File: src/rtl/ps2_pkg.sv
// Shared types and constants for the PS/2 keyboard receiver.
package ps2_pkg;

    typedef enum logic [1:0] {
        IDLE,
        DATA,
        PARITY,
        STOP
    } ps2_state_t;

    typedef struct packed {
        logic [7:0] code;
        logic       brk;
        logic       ext;
    } key_event_t;

    localparam logic [7:0] PS2_PREFIX_EXT = 8'hE0;
    localparam logic [7:0] PS2_PREFIX_BRK = 8'hF0;

endpackage

File: src/rtl/ps2_event_fifo.sv
// Synchronous key-event FIFO with registered head/valid; push and pop may coincide even when full.
module ps2_event_fifo
    import ps2_pkg::*;
#(
    parameter int unsigned DEPTH = 4
) (
    input  logic       clk_i,
    input  logic       rst_ni,
    input  logic       push_i,
    input  key_event_t push_data_i,
    input  logic       pop_i,
    output logic       valid_o,
    output key_event_t head_o,
    output logic       overflow_o
);

    localparam int unsigned PW = (DEPTH > 1) ? $clog2(DEPTH) : 1;
    localparam int unsigned CW = $clog2(DEPTH + 1);

    key_event_t        mem_q [DEPTH];
    logic [PW-1:0]     rd_ptr_q, rd_ptr_d;
    logic [PW-1:0]     wr_ptr_q, wr_ptr_d;
    logic [CW-1:0]     count_q, count_d;
    logic              valid_q, valid_d;
    key_event_t        head_q, head_d;
    logic              overflow_q, overflow_d;
    logic              full;
    logic              pop_eff;
    logic              wr_en;

    always_comb begin
        full       = (count_q == CW'(DEPTH));
        pop_eff    = pop_i & valid_q;
        wr_en      = push_i & (~full | pop_eff);
        rd_ptr_d   = pop_eff ? rd_ptr_q + PW'(1) : rd_ptr_q;
        wr_ptr_d   = wr_en ? wr_ptr_q + PW'(1) : wr_ptr_q;
        count_d    = count_q;
        if (wr_en && !pop_eff) begin
            count_d = count_q + CW'(1);
        end else if (!wr_en && pop_eff) begin
            count_d = count_q - CW'(1);
        end
        overflow_d = overflow_q | (push_i & full & ~pop_eff);
        valid_d    = (count_d != '0);
        // The next head slot may be the one being written this very cycle.
        if (!valid_d) begin
            head_d = '0;
        end else if (wr_en && (rd_ptr_d == wr_ptr_q)) begin
            head_d = push_data_i;
        end else begin
            head_d = mem_q[rd_ptr_d];
        end
    end

    always_ff @(posedge clk_i) begin
        if (wr_en) begin
            mem_q[wr_ptr_q] <= push_data_i;
        end
    end

    always_ff @(posedge clk_i or negedge rst_ni) begin
        if (!rst_ni) begin
            rd_ptr_q   <= '0;
            wr_ptr_q   <= '0;
            count_q    <= '0;
            valid_q    <= 1'b0;
            head_q     <= '0;
            overflow_q <= 1'b0;
        end else begin
            rd_ptr_q   <= rd_ptr_d;
            wr_ptr_q   <= wr_ptr_d;
            count_q    <= count_d;
            valid_q    <= valid_d;
            head_q     <= head_d;
            overflow_q <= overflow_d;
        end
    end

    assign valid_o    = valid_q;
    assign head_o     = head_q;
    assign overflow_o = overflow_q;

endmodule

File: src/rtl/ps2_keyboard_rx.sv
// PS/2 device-to-host receiver: frame FSM, E0/F0 prefix folding, key-event FIFO, flap key level.
// Define PS2_PARITY_CHECK_EN to reject frames failing odd parity.
module ps2_keyboard_rx
    import ps2_pkg::*;
#(
    parameter int unsigned FIFO_DEPTH     = 4,
    parameter int unsigned TIMEOUT_CYCLES = 2000,
    parameter logic [7:0]  FLAP_CODE      = 8'h29
) (
    input  logic       clk,
    input  logic       reset,
    input  logic       PS2_CLK,
    input  logic       PS2_DAT,
    input  logic       rd_en,
    output logic       key_valid,
    output logic [7:0] key_code,
    output logic       key_break,
    output logic       key_ext,
    output logic       flap_held,
    output logic       frame_err,
    output logic       overflow
);

    localparam int unsigned TW = $clog2(TIMEOUT_CYCLES + 1);

    logic       ps2_clk_meta_q, ps2_clk_sync_q, ps2_clk_prev_q;
    logic       ps2_dat_meta_q, ps2_dat_sync_q;
    logic       fall;
    logic       din;

    ps2_state_t state_q, state_d;
    logic [2:0] bit_cnt_q, bit_cnt_d;
    logic [7:0] shift_q, shift_d;
`ifdef PS2_PARITY_CHECK_EN
    logic       parity_q, parity_d;
`endif
    logic [TW-1:0] to_cnt_q, to_cnt_d;
    logic       timeout;
    logic       stop_ok;

    logic       ext_pend_q, ext_pend_d;
    logic       brk_pend_q, brk_pend_d;
    logic       flap_q, flap_d;
    logic       frame_err_q, frame_err_d;
    logic       push;
    key_event_t push_data;
    key_event_t head;

    always_ff @(posedge clk or negedge reset) begin
        if (!reset) begin
            ps2_clk_meta_q <= 1'b1;
            ps2_clk_sync_q <= 1'b1;
            ps2_clk_prev_q <= 1'b1;
            ps2_dat_meta_q <= 1'b1;
            ps2_dat_sync_q <= 1'b1;
        end else begin
            ps2_clk_meta_q <= PS2_CLK;
            ps2_clk_sync_q <= ps2_clk_meta_q;
            ps2_clk_prev_q <= ps2_clk_sync_q;
            ps2_dat_meta_q <= PS2_DAT;
            ps2_dat_sync_q <= ps2_dat_meta_q;
        end
    end

    assign fall    = ps2_clk_prev_q & ~ps2_clk_sync_q;
    assign din     = ps2_dat_sync_q;
    assign timeout = (state_q != IDLE) && !fall && (to_cnt_q == TW'(TIMEOUT_CYCLES - 1));

    always_comb begin
        state_d     = state_q;
        bit_cnt_d   = bit_cnt_q;
        shift_d     = shift_q;
`ifdef PS2_PARITY_CHECK_EN
        parity_d    = parity_q;
`endif
        to_cnt_d    = (fall || state_q == IDLE) ? '0 : to_cnt_q + TW'(1);
        stop_ok     = 1'b0;
        ext_pend_d  = ext_pend_q;
        brk_pend_d  = brk_pend_q;
        flap_d      = flap_q;
        frame_err_d = 1'b0;
        push        = 1'b0;
        push_data   = '{code: shift_q, brk: brk_pend_q, ext: ext_pend_q};

        if (timeout) begin
            // A stalled partial frame is dropped silently.
            state_d    = IDLE;
            to_cnt_d   = '0;
            ext_pend_d = 1'b0;
            brk_pend_d = 1'b0;
        end else if (fall) begin
            unique case (state_q)
                IDLE: begin
                    if (!din) begin
                        state_d   = DATA;
                        bit_cnt_d = 3'd0;
                    end
                end
                DATA: begin
                    shift_d   = {din, shift_q[7:1]};
                    bit_cnt_d = bit_cnt_q + 3'd1;
                    if (bit_cnt_q == 3'd7) begin
                        state_d = PARITY;
                    end
                end
                PARITY: begin
`ifdef PS2_PARITY_CHECK_EN
                    parity_d = din;
`endif
                    state_d  = STOP;
                end
                STOP: begin
                    state_d = IDLE;
`ifdef PS2_PARITY_CHECK_EN
                    stop_ok = din & (^{shift_q, parity_q});
`else
                    stop_ok = din;
`endif
                    if (!stop_ok) begin
                        frame_err_d = 1'b1;
                        ext_pend_d  = 1'b0;
                        brk_pend_d  = 1'b0;
                    end else if (shift_q == PS2_PREFIX_EXT) begin
                        ext_pend_d = 1'b1;
                    end else if (shift_q == PS2_PREFIX_BRK) begin
                        brk_pend_d = 1'b1;
                    end else begin
                        push       = 1'b1;
                        ext_pend_d = 1'b0;
                        brk_pend_d = 1'b0;
                        if (!ext_pend_q && shift_q == FLAP_CODE) begin
                            flap_d = ~brk_pend_q;
                        end
                    end
                end
                default: state_d = IDLE;
            endcase
        end
    end

    always_ff @(posedge clk or negedge reset) begin
        if (!reset) begin
            state_q     <= IDLE;
            bit_cnt_q   <= 3'd0;
            shift_q     <= 8'h00;
`ifdef PS2_PARITY_CHECK_EN
            parity_q    <= 1'b0;
`endif
            to_cnt_q    <= '0;
            ext_pend_q  <= 1'b0;
            brk_pend_q  <= 1'b0;
            flap_q      <= 1'b0;
            frame_err_q <= 1'b0;
        end else begin
            state_q     <= state_d;
            bit_cnt_q   <= bit_cnt_d;
            shift_q     <= shift_d;
`ifdef PS2_PARITY_CHECK_EN
            parity_q    <= parity_d;
`endif
            to_cnt_q    <= to_cnt_d;
            ext_pend_q  <= ext_pend_d;
            brk_pend_q  <= brk_pend_d;
            flap_q      <= flap_d;
            frame_err_q <= frame_err_d;
        end
    end

    ps2_event_fifo #(
        .DEPTH (FIFO_DEPTH)
    ) u_fifo (
        .clk_i       (clk),
        .rst_ni      (reset),
        .push_i      (push),
        .push_data_i (push_data),
        .pop_i       (rd_en),
        .valid_o     (key_valid),
        .head_o      (head),
        .overflow_o  (overflow)
    );

    assign key_code  = head.code;
    assign key_break = head.brk;
    assign key_ext   = head.ext;
    assign flap_held = flap_q;
    assign frame_err = frame_err_q;

endmodule

File: config.mk
export PLATFORM = sky130hd
export DESIGN_NAME = ps2_keyboard_rx
export DESIGN_NICKNAME = d
export VERILOG_FILES = /design/src/rtl/ps2_pkg.sv /design/src/rtl/ps2_event_fifo.sv /design/src/rtl/ps2_keyboard_rx.sv
export SDC_FILE = /design/constraint.sdc
export NUM_CORES = 1
export LEC_CHECK = 0
export CORE_MARGIN = 8
export CORE_UTILIZATION = 50
export DETAILED_ROUTE_END_ITERATION = 10
export GPL_TIMING_DRIVEN = 1
export PLACE_DENSITY = 0.68
export SYNTH_ARGS = -nofsm -noshare
export SYNTH_HDL_FRONTEND = slang
export SYNTH_SLANG_ARGS = --single-unit
File: constraint.sdc
create_clock -name clk -period 2.53 [get_ports clk]
set_clock_uncertainty 0.1 [all_clocks]
set_input_delay 0.253 -clock clk [delete_from_list [all_inputs] [get_ports clk]]
set_output_delay 0.253 -clock clk [all_outputs]
set_load 0.05 [all_outputs]
==> summary.md, run 1 <==
| Metric | Value |
|---|---|
| Router iterations before antenna repair | `4` |
| R2R setup slack | `180 ps` |
| Number of enable-type register cells in the synthesized netlist | `40` |
| Reg-to-reg startpoint | `u_fifo.count_q[0]` |
| Worst hold margin | `202 ps` |
| Post-synthesis instance area | `roughly 0.0042 mm2` |
| Crit Path Class | `reg2reg` |
| Commonest non-fill, non-tap cell in the layout | `sky130_fd_sc_hd__dfrtp_1` |
| Cell variety after synth | `54` |
| Top fanout value on the critical path | `18` |
| Highest-count cells in the layout ignoring fill and taps | `47 x sky130_fd_sc_hd__dfrtp_1, 40 x sky130_fd_sc_hd__edfxtp_1, 23 x sky130_fd_sc_hd__nand2_1` |
| Sink Count | `a little over 90` |
| Mean instance size in the synthesized netlist | `13.0 um2` |
| Share of total power in combinational logic | `0.368` |
| Launching element of the worst setup path | `u_fifo.count_q[0]` |
| Critical path data required time | `2710 ps` |
| Clock-pin slew on the worst setup and hold paths | `90 ps` |
| Net Count, Synth | `340` |
| Starting DRC count in detailed routing | `between 100 and 150` |
| Die area | `0.0115 mm2` |
| Average routed wire per standard cell | `17.3 um` |
| Combined area of the multi-input logic cells | `0.00152 mm2` |
| Count of instances resized after the clock tree is built | `0` |
| Final setup slack of the worst path | `about 180 ps` |
| Number of hold-slack violations in the final timing report | `0` |
| Vias in the first global route | `2565` |
| Seq pwr share | `0.420` |
| Share of layout cells above drive strength 1 | `0.177` |
| Setup repair bufs after CTS | `0` |
| Total core area | `0.00813 mm2` |
| Die Wd | `107 um` |
| Level count of the clock H-tree | `3` |
| Total count of max-transition violations in the final report | `0` |
| Max-cap violations | `0` |
| Total negative setup slack | `0 ps` |
| Total power per unit cell area | `approximately 1100 mW/mm2` |
| Most area-hungry cell type in the Yosys netlist | `sky130_fd_sc_hd__edfxtp_1` |
| Clock group share of total power | `0.212` |
| Top FF cell, synth | `sky130_fd_sc_hd__dfrtp_1` |
| Final worst-path cycle share | `0.927` |
| CP Capture Type | `flip-flop` |
| Clock latency reported for the late side of the worst-skew pair | `350 ps` |
| Worst path arrival time | `2530 ps` |
| Leakage Power | `1.87 nW` |
| Net count, final | `~370` |
| Startpoint kind of the worst setup timing path | `flip-flop` |
| Fraction of synthesis flops using an asynchronous set or reset pin | `0.565` |
| End of the worst register-to-register path | `u_fifo.head_o[8]` |
| Length in cells of the worst reg-to-reg path | `8` |
| Switching power | `1.93 mW` |
| Average vias per placed instance | `5.67` |
| Boundary pin count | `19` |
| Post-detailed-route count of antenna-violating nets | `0` |
| Synth Warn # | `0` |
| Detailed-placement wirelength estimate | `between 5000 and 6000 um` |
| Flops & latches, synth | `~90` |
| Pin slew with the least headroom to its limit | `513 ps` |
| Total detailed-routing wirelength | `7980 um` |
| Headroom to the max-slew limit | `0.657` |
| CTS root buffer | `sky130_fd_sc_hd__clkbuf_8` |
| Wire length of the first global-routing pass | `between 10000 and 15000 um` |
| Fmax | `426 MHz` |
| RSZ-0062 raised after global routing | `false` |
| Number of port buffers | `18` |
| Setup crit end | `u_fifo.head_o[8]` |
| Top area cells in the synthesized netlist | `sky130_fd_sc_hd__edfxtp_1 29%, sky130_fd_sc_hd__dfrtp_1 28%, sky130_fd_sc_hd__ha_1 4.2%` |
| Maximum number of pins on one net before global-route repair | `21` |
| Switching portion of total power | `0.375` |
| Count of fill cells added during filler insertion | `about 660` |
| Overall overflow remaining after global route | `0` |
| Height of the die | `107 um` |
| Total track usage | `0.146` |
| Row count | `33` |
| Count of mapped cells out of synthesis | `321` |
| Maximum VDD drop | `0.622 mV` |
| DRC violation count after routing | `0` |
| FF+latch area | `0.00251 mm2` |
| Final setup violation count | `0` |
| Setup slack after placement | `159 ps` |
| Vias after detailed routing | `approximately 2600` |
| Initial standard-cell utilization of the core | `0.513` |
| Proportion of synthesized chip area in sequential cells | `0.602` |
| Final core utilization | `0.578` |
| CTS tree | `built` |
| Final design area excluding fillers | `around 0.0047 mm2` |
| Antenna Cells | `0` |
| Number of buffers inserted during clock tree synthesis | `9` |
| Outcome | `finished, final reports clean` |
| RD Place Congestion | `0.791` |
| Area grow syn2layout | `12.8%` |
| Post-synth top area share | `0.288` |
| Min-Delay Path Class | `in2reg` |
| Internal power | `3.22 mW` |
| Antenna violations before repair | `0` |
| Clock tree buffer depth | `2` |
| Final critical delay including setup and external delays | `2350 ps` |
| Instance area at placement | `0.00447 mm2` |
## layer usage
| layer | share of wire | vias to the layer above | global-route usage | routed length [um] |
|---|---|---|---|---|
| li1 | - | 1248 | - | - |
| met1 | 0.47 | 1298 | 0.199 | 3770 |
| met2 | 0.47 | 51 | 0.223 | 3780 |
| met3 | 0.038 | 9 | 0.0299 | 301 |
| met4 | 0.016 | 0 | 0.0613 | 125 |
| met5 | 0 | - | 0 | 0 |
## registers in the layout (all words and copies together), names as in the netlist, 2 cells and up
name and count:
u_fifo.mem_q 40, to_cnt_q 11, u_fifo.head_o 10, shift_q 8
bit_cnt_q 3, u_fifo.count_q 3, state_q 2, u_fifo.rd_ptr_q 2
u_fifo.wr_ptr_q 2
## stage by stage
step / instances / total power [mW]
finish: 460 / 5.15
global route: 460 / 5.44
CTS: 460 / 5.18
detailed placement: 443 / 4.08
global placement: 443 / 4.04
floorplan: 321 / 3.53
## critical path, stage by stage (launching register included)
cell and delay [ps]:
sky130_fd_sc_hd__dfrtp_1 480, sky130_fd_sc_hd__inv_1 90, sky130_fd_sc_hd__ha_1 230, sky130_fd_sc_hd__and2_1 200, sky130_fd_sc_hd__a221oi_4 420, sky130_fd_sc_hd__o31a_1 250
sky130_fd_sc_hd__buf_4 250, sky130_fd_sc_hd__nand2_1 110, sky130_fd_sc_hd__a21oi_2 140
## logic make-up (layout without fill, tap and decap cells)
family / after synthesis / in the layout / synth area share
DFF: 92 / 92 / 0.602
AOI/OAI and AO/OA: 66 / 66 / 0.126
xor gates and xnor gates: 14 / 14 / 0.0294
and+or+nand+nor: 89 / 89 / 0.115
buffers and inverters: 26 / 60 / 0.0351
muxes: 20 / 20 / 0.0504
adders and majority gates: 14 / 14 / 0.0420
## power by group through the flow
stage,Sequential [mW],Combinational (mW),Clock (mW)
floorplan,2.42,1.11,0
global placement,2.18,1.85,0
detailed placement,2.19,1.89,0
CTS,2.16,1.90,1.12
global route,2.21,2.07,1.16
finish,2.16,1.90,1.09
## layout make-up
cell class | count | share of cell area
clock inverter | 7 | 0.0210
clock buffer | 9 | 0.0263
timing repair buffer | 31 | 0.0585
sequential | 92 | 0.534
tap | 105 | 0.0279
inverter | 13 | 0.0104
multi-input combinational | 203 | 0.322
## timing repair
| action | 4_1_cts | 5_1_grt |
|---|---|---|
| hold endpoints to repair | 17 | 0 |
| endpoints found under the setup margin | 0 | 0 |
| hold buffers | 1 | 0 |
## worst min path at each step
stage / startpoint / end / slack, ps / depth (start not counted)
2_1_floorplan: reset / bit_cnt_q[0] / -140 / 0
3_3_place_gp: reset / u_fifo.head_o[4] / 150 / 1
3_5_place_dp: reset / u_fifo.head_o[4] / 160 / 1
4_1_cts: PS2_DAT / ps2_dat_meta_q / 190 / 1
5_1_grt: PS2_CLK / ps2_clk_meta_q / 200 / 1
6_report: PS2_DAT / ps2_dat_meta_q / 200 / 1
## synth_stat cells, drive strengths merged (9+ instances only)
cell type,count
nor2,16
ha,14
xnor2,9
edfxtp,40
buf,9
mux2i,12
nand3,9
o21ai,10
a2111o,9
dfrtp,47
o22ai,10
a21oi,15
o32ai,9
inv,13
nand2,23
Note: power is estimated with default switching activity, not from simulation.
==> inputs of run 2 (changes only) <==
- HOLD_SLACK_MARGIN: default -> 0.06
- SYNTH_HIERARCHICAL: default -> 1
==> run 2 against run 1 <==
Against the previous run: sequential cell count unchanged; fmax increased by 0.91%; sequential share of layout area decreased by 2.7 points; worst hold slack about the same; synthesized area grew 3.0%; critical path depth grew 1; cell area up 5.4%; largest cell class unchanged; highest routed layer unchanged.
==> summary.md, run 2 <==
| Metric | Value |
|---|---|
| Outcome | `finished, final reports clean` |
| FF+latch area | `0.00251 mm2 (unchanged)` |
| Commonest non-fill, non-tap cell in the layout | `sky130_fd_sc_hd__dfrtp_1` |
| Sink Count | `92 (unchanged)` |
| Boundary pin count | `19 (unchanged)` |
| Total power per unit cell area | `1080 mW/mm2 (-1.1%)` |
| Number of hold-slack violations in the final timing report | `0 (unchanged)` |
| Starting DRC count in detailed routing | `119 (-19%)` |
| Die Wd | `109 um (+1.3%)` |
| Startpoint kind of the worst setup timing path | `flip-flop` |
| Average routed wire per standard cell | `17.8 um (+2.6%)` |
| Pin slew with the least headroom to its limit | `525 ps (+12.7 ps)` |
| Setup repair bufs after CTS | `0 (unchanged)` |
| Total count of max-transition violations in the final report | `0 (unchanged)` |
| Height of the die | `109 um (+1.3%)` |
| Proportion of synthesized chip area in sequential cells | `0.584 (-0.0174)` |
| Initial standard-cell utilization of the core | `0.505 (-0.00798)` |
| Final design area excluding fillers | `0.00495 mm2 (+5.4%)` |
| Final setup violation count | `0 (unchanged)` |
| Met1 Wirelength | `3460 um (-8.3%)` |
| Top-count cell post-synth | `sky130_fd_sc_hd__dfrtp_1` |
| Max FFs per register | `40 (unchanged)` |
| Register with the most flip-flops | `u_fifo/mem_q` |
| Headroom to the max-slew limit | `0.649 (-0.00848)` |
| CTS tree | `built` |
| DRC violation count after routing | `0 (unchanged)` |
| Mean instance size in the synthesized netlist | `14.1 um2 (+8.4%)` |
| Final critical delay including setup and external delays | `2320 ps (-21.1 ps)` |
| Antenna Cells | `0 (unchanged)` |
| Count of mapped cells out of synthesis | `305 (-5.0%)` |
| Fraction of synthesis flops using an asynchronous set or reset pin | `0.565 (unchanged)` |
| Total negative setup slack | `0 ps (unchanged)` |
| Router iterations before antenna repair | `4 (unchanged)` |
| Combined area of the multi-input logic cells | `0.00169 mm2 (+12%)` |
| Synth Warn # | `6 (+6)` |
| Maximum VDD drop | `0.389 mV (-37%)` |
| RSZ-0062 raised after global routing | `false` |
| CP Capture Type | `flip-flop` |
| Vias after detailed routing | `2589 (-0.65%)` |
| RD Place Congestion | `0.820 (+3.6%)` |
| Instance area at placement | `0.00474 mm2 (+6.1%)` |
| Top FF cell, synth | `sky130_fd_sc_hd__dfrtp_1` |
| Share of layout cells above drive strength 1 | `0.236 (+0.0582)` |
| Final worst-path cycle share | `0.919 (-0.00834)` |
| Top fanout value on the critical path | `11 (-7)` |
| Clock tree buffer depth | `2 (unchanged)` |
| Max-cap violations | `0 (unchanged)` |
| Count of fill cells added during filler insertion | `676 (+1.8%)` |
| Clock latency reported for the late side of the worst-skew pair | `360 ps (about the same)` |
| Post-detailed-route count of antenna-violating nets | `0 (unchanged)` |
| Total track usage | `0.147 (about the same)` |
| Average vias per placed instance | `5.68 (+0.22%)` |
| Post-synthesis instance area | `0.00429 mm2 (+3.0%)` |
| Total core area | `0.00851 mm2 (+4.6%)` |
| Top area cells in the synthesized netlist | `sky130_fd_sc_hd__edfxtp_1 28%, sky130_fd_sc_hd__dfrtp_1 27%, sky130_fd_sc_hd__mux4_2 10%` |
| CTS root buffer | `sky130_fd_sc_hd__clkbuf_8` |
| Crit Path Class | `reg2reg` |
| DR top layer | `met4` |
| Cell variety after synth | `51 (-5.6%)` |
| Level count of the clock H-tree | `3 (unchanged)` |
| Most used standard cells in the synthesized netlist | `47 x sky130_fd_sc_hd__dfrtp_1, 40 x sky130_fd_sc_hd__edfxtp_1, 36 x sky130_fd_sc_hd__nand2_1` |
| Most area-hungry cell type in the Yosys netlist | `sky130_fd_sc_hd__edfxtp_1` |
| Fmax | `430 MHz (+0.91%)` |
| Die area | `0.0118 mm2 (+2.5%)` |
| Antenna violations before repair | `0 (unchanged)` |
| Final setup slack of the worst path | `206 ps (+21.1 ps)` |
| Net Count, Synth | `324 (-4.7%)` |
| Number of buffers inserted during clock tree synthesis | `9 (unchanged)` |
| Total detailed-routing wirelength | `8110 um (+1.7%)` |
| Post-synth top area share | `0.280 (-0.00831)` |
| Flops & latches, synth | `92 (unchanged)` |
| Critical path data required time | `2680 ps (-30 ps)` |
| Maximum number of pins on one net before global-route repair | `37 (+76%)` |
| Wire length of the first global-routing pass | `13300 um (+0.84%)` |
| Met3 WL post-DR | `457 um (+52%)` |
| Met2 routed WL | `4090 um (+8.3%)` |
| Clock-pin slew on the worst setup and hold paths | `90 ps (about the same)` |
| Min-Delay Path Class | `in2reg` |
| Setup slack after placement | `146 ps (-12.3 ps)` |
| Number of enable-type register cells in the synthesized netlist | `40 (unchanged)` |
| Vias in the first global route | `2675 (+4.3%)` |
| Worst path arrival time | `2470 ps (-60 ps)` |
| Highest-count cells in the layout ignoring fill and taps | `47 x sky130_fd_sc_hd__dfrtp_1, 40 x sky130_fd_sc_hd__edfxtp_1, 36 x sky130_fd_sc_hd__nand2_1` |
| Leakage Power | `2.03 nW (+8.7%)` |
| Overall overflow remaining after global route | `0 (unchanged)` |
| Row count | `34 (+3.0%)` |
| Detailed-placement wirelength estimate | `5460 um (-0.18%)` |
| Number of port buffers | `18 (unchanged)` |
| Area grow syn2layout | `15.4%` |
| Net count, final | `362 (-1.9%)` |
## run 2: changes by cell type in the layout (fill, tap and decap cells not counted), sizes merged, moves of 10 or more
cell   change
o22ai     -10
nand2     +13
a21oi     -12
mux2i     -11
o211a     +10
mux4      +20
## run 2: worst paths after layout
path	start	endpoint	slack (ps)	cells past startpoint
max	ps2_clk_prev_q	u_fifo/head_o[0]	210	9
min	PS2_DAT	ps2_dat_meta_q	200	1
max reg2reg	ps2_clk_prev_q	u_fifo/head_o[0]	210	9
min reg2reg	ps2_clk_meta_q	ps2_clk_sync_q	260	0
max in group asynchronous	reset	ps2_clk_meta_q	1260	3
min in group asynchronous	reset	u_fifo/count_q[0]	240	2
## run 2: area by class of cell
type                    count  share of cell area
inverters                   7             0.00530
multi-input cells         193               0.341
clock inverters             7              0.0154
repair buffers             40              0.0793
clock buffers               9              0.0250
well taps                 108              0.0273
flip-flops and latches     92               0.506
## run 2: worst max-delay path: stages (launching register included)
cell	delay, ps
sky130_fd_sc_hd__dfstp_2	530
sky130_fd_sc_hd__nor2b_1	160
sky130_fd_sc_hd__nand3_1	110
sky130_fd_sc_hd__a21oi_1	130
sky130_fd_sc_hd__buf_4	140
sky130_fd_sc_hd__nand4b_1	180
sky130_fd_sc_hd__o21a_1	170
sky130_fd_sc_hd__o21ai_2	60
sky130_fd_sc_hd__a311o_2	480
sky130_fd_sc_hd__o211a_1	150
## run 2: logic make-up (layout without fill, tap and decap cells)
kind of cell | Yosys count | in the layout | synth area share
buffers and inverters | 20 | 63 | 0.0233
AOI/OAI and AO/OA | 32 | 32 | 0.0694
and+or+nand+nor | 102 | 102 | 0.121
adders and majority gates | 14 | 14 | 0.0408
xor gates and xnor gates | 15 | 15 | 0.0306
muxes | 30 | 30 | 0.131
DFF | 92 | 92 | 0.584
## run 2: routing by layer
| layer | track usage | vias up |
|---|---|---|
| met2 | 0.248 | 49 |
| met1 | 0.180 | 1306 |
| met3 | 0.0313 | 11 |
| li1 | - | 1223 |
| met4 | 0.0557 | 0 |
| met5 | 0 | - |
## run 2: timing repair
action                     4_1_cts  5_1_grt
hold buffers                     1        0
resized for setup                0        1
hold endpoints to repair        16        0
setup endpoints to repair        0       10
## run 2: through the flow
step	hold slack [ps]	cells	util	total power, mW
final	202	456	0.582	5.37
after global routing	181	456	0.582	5.71
after CTS	183	456	0.582	5.42
after detailed placement	104	439	0.558	4.43
after global placement	99.3	439	0.558	4.36
after floorplan	-143	305	-	3.80
## run 2: power by group
group          total (mW)  internal (mW)  switching, mW
logic                2.21          0.994           1.22
registers            2.16           1.93          0.233
clock network       0.995          0.462          0.534
total                5.37           3.38           1.99
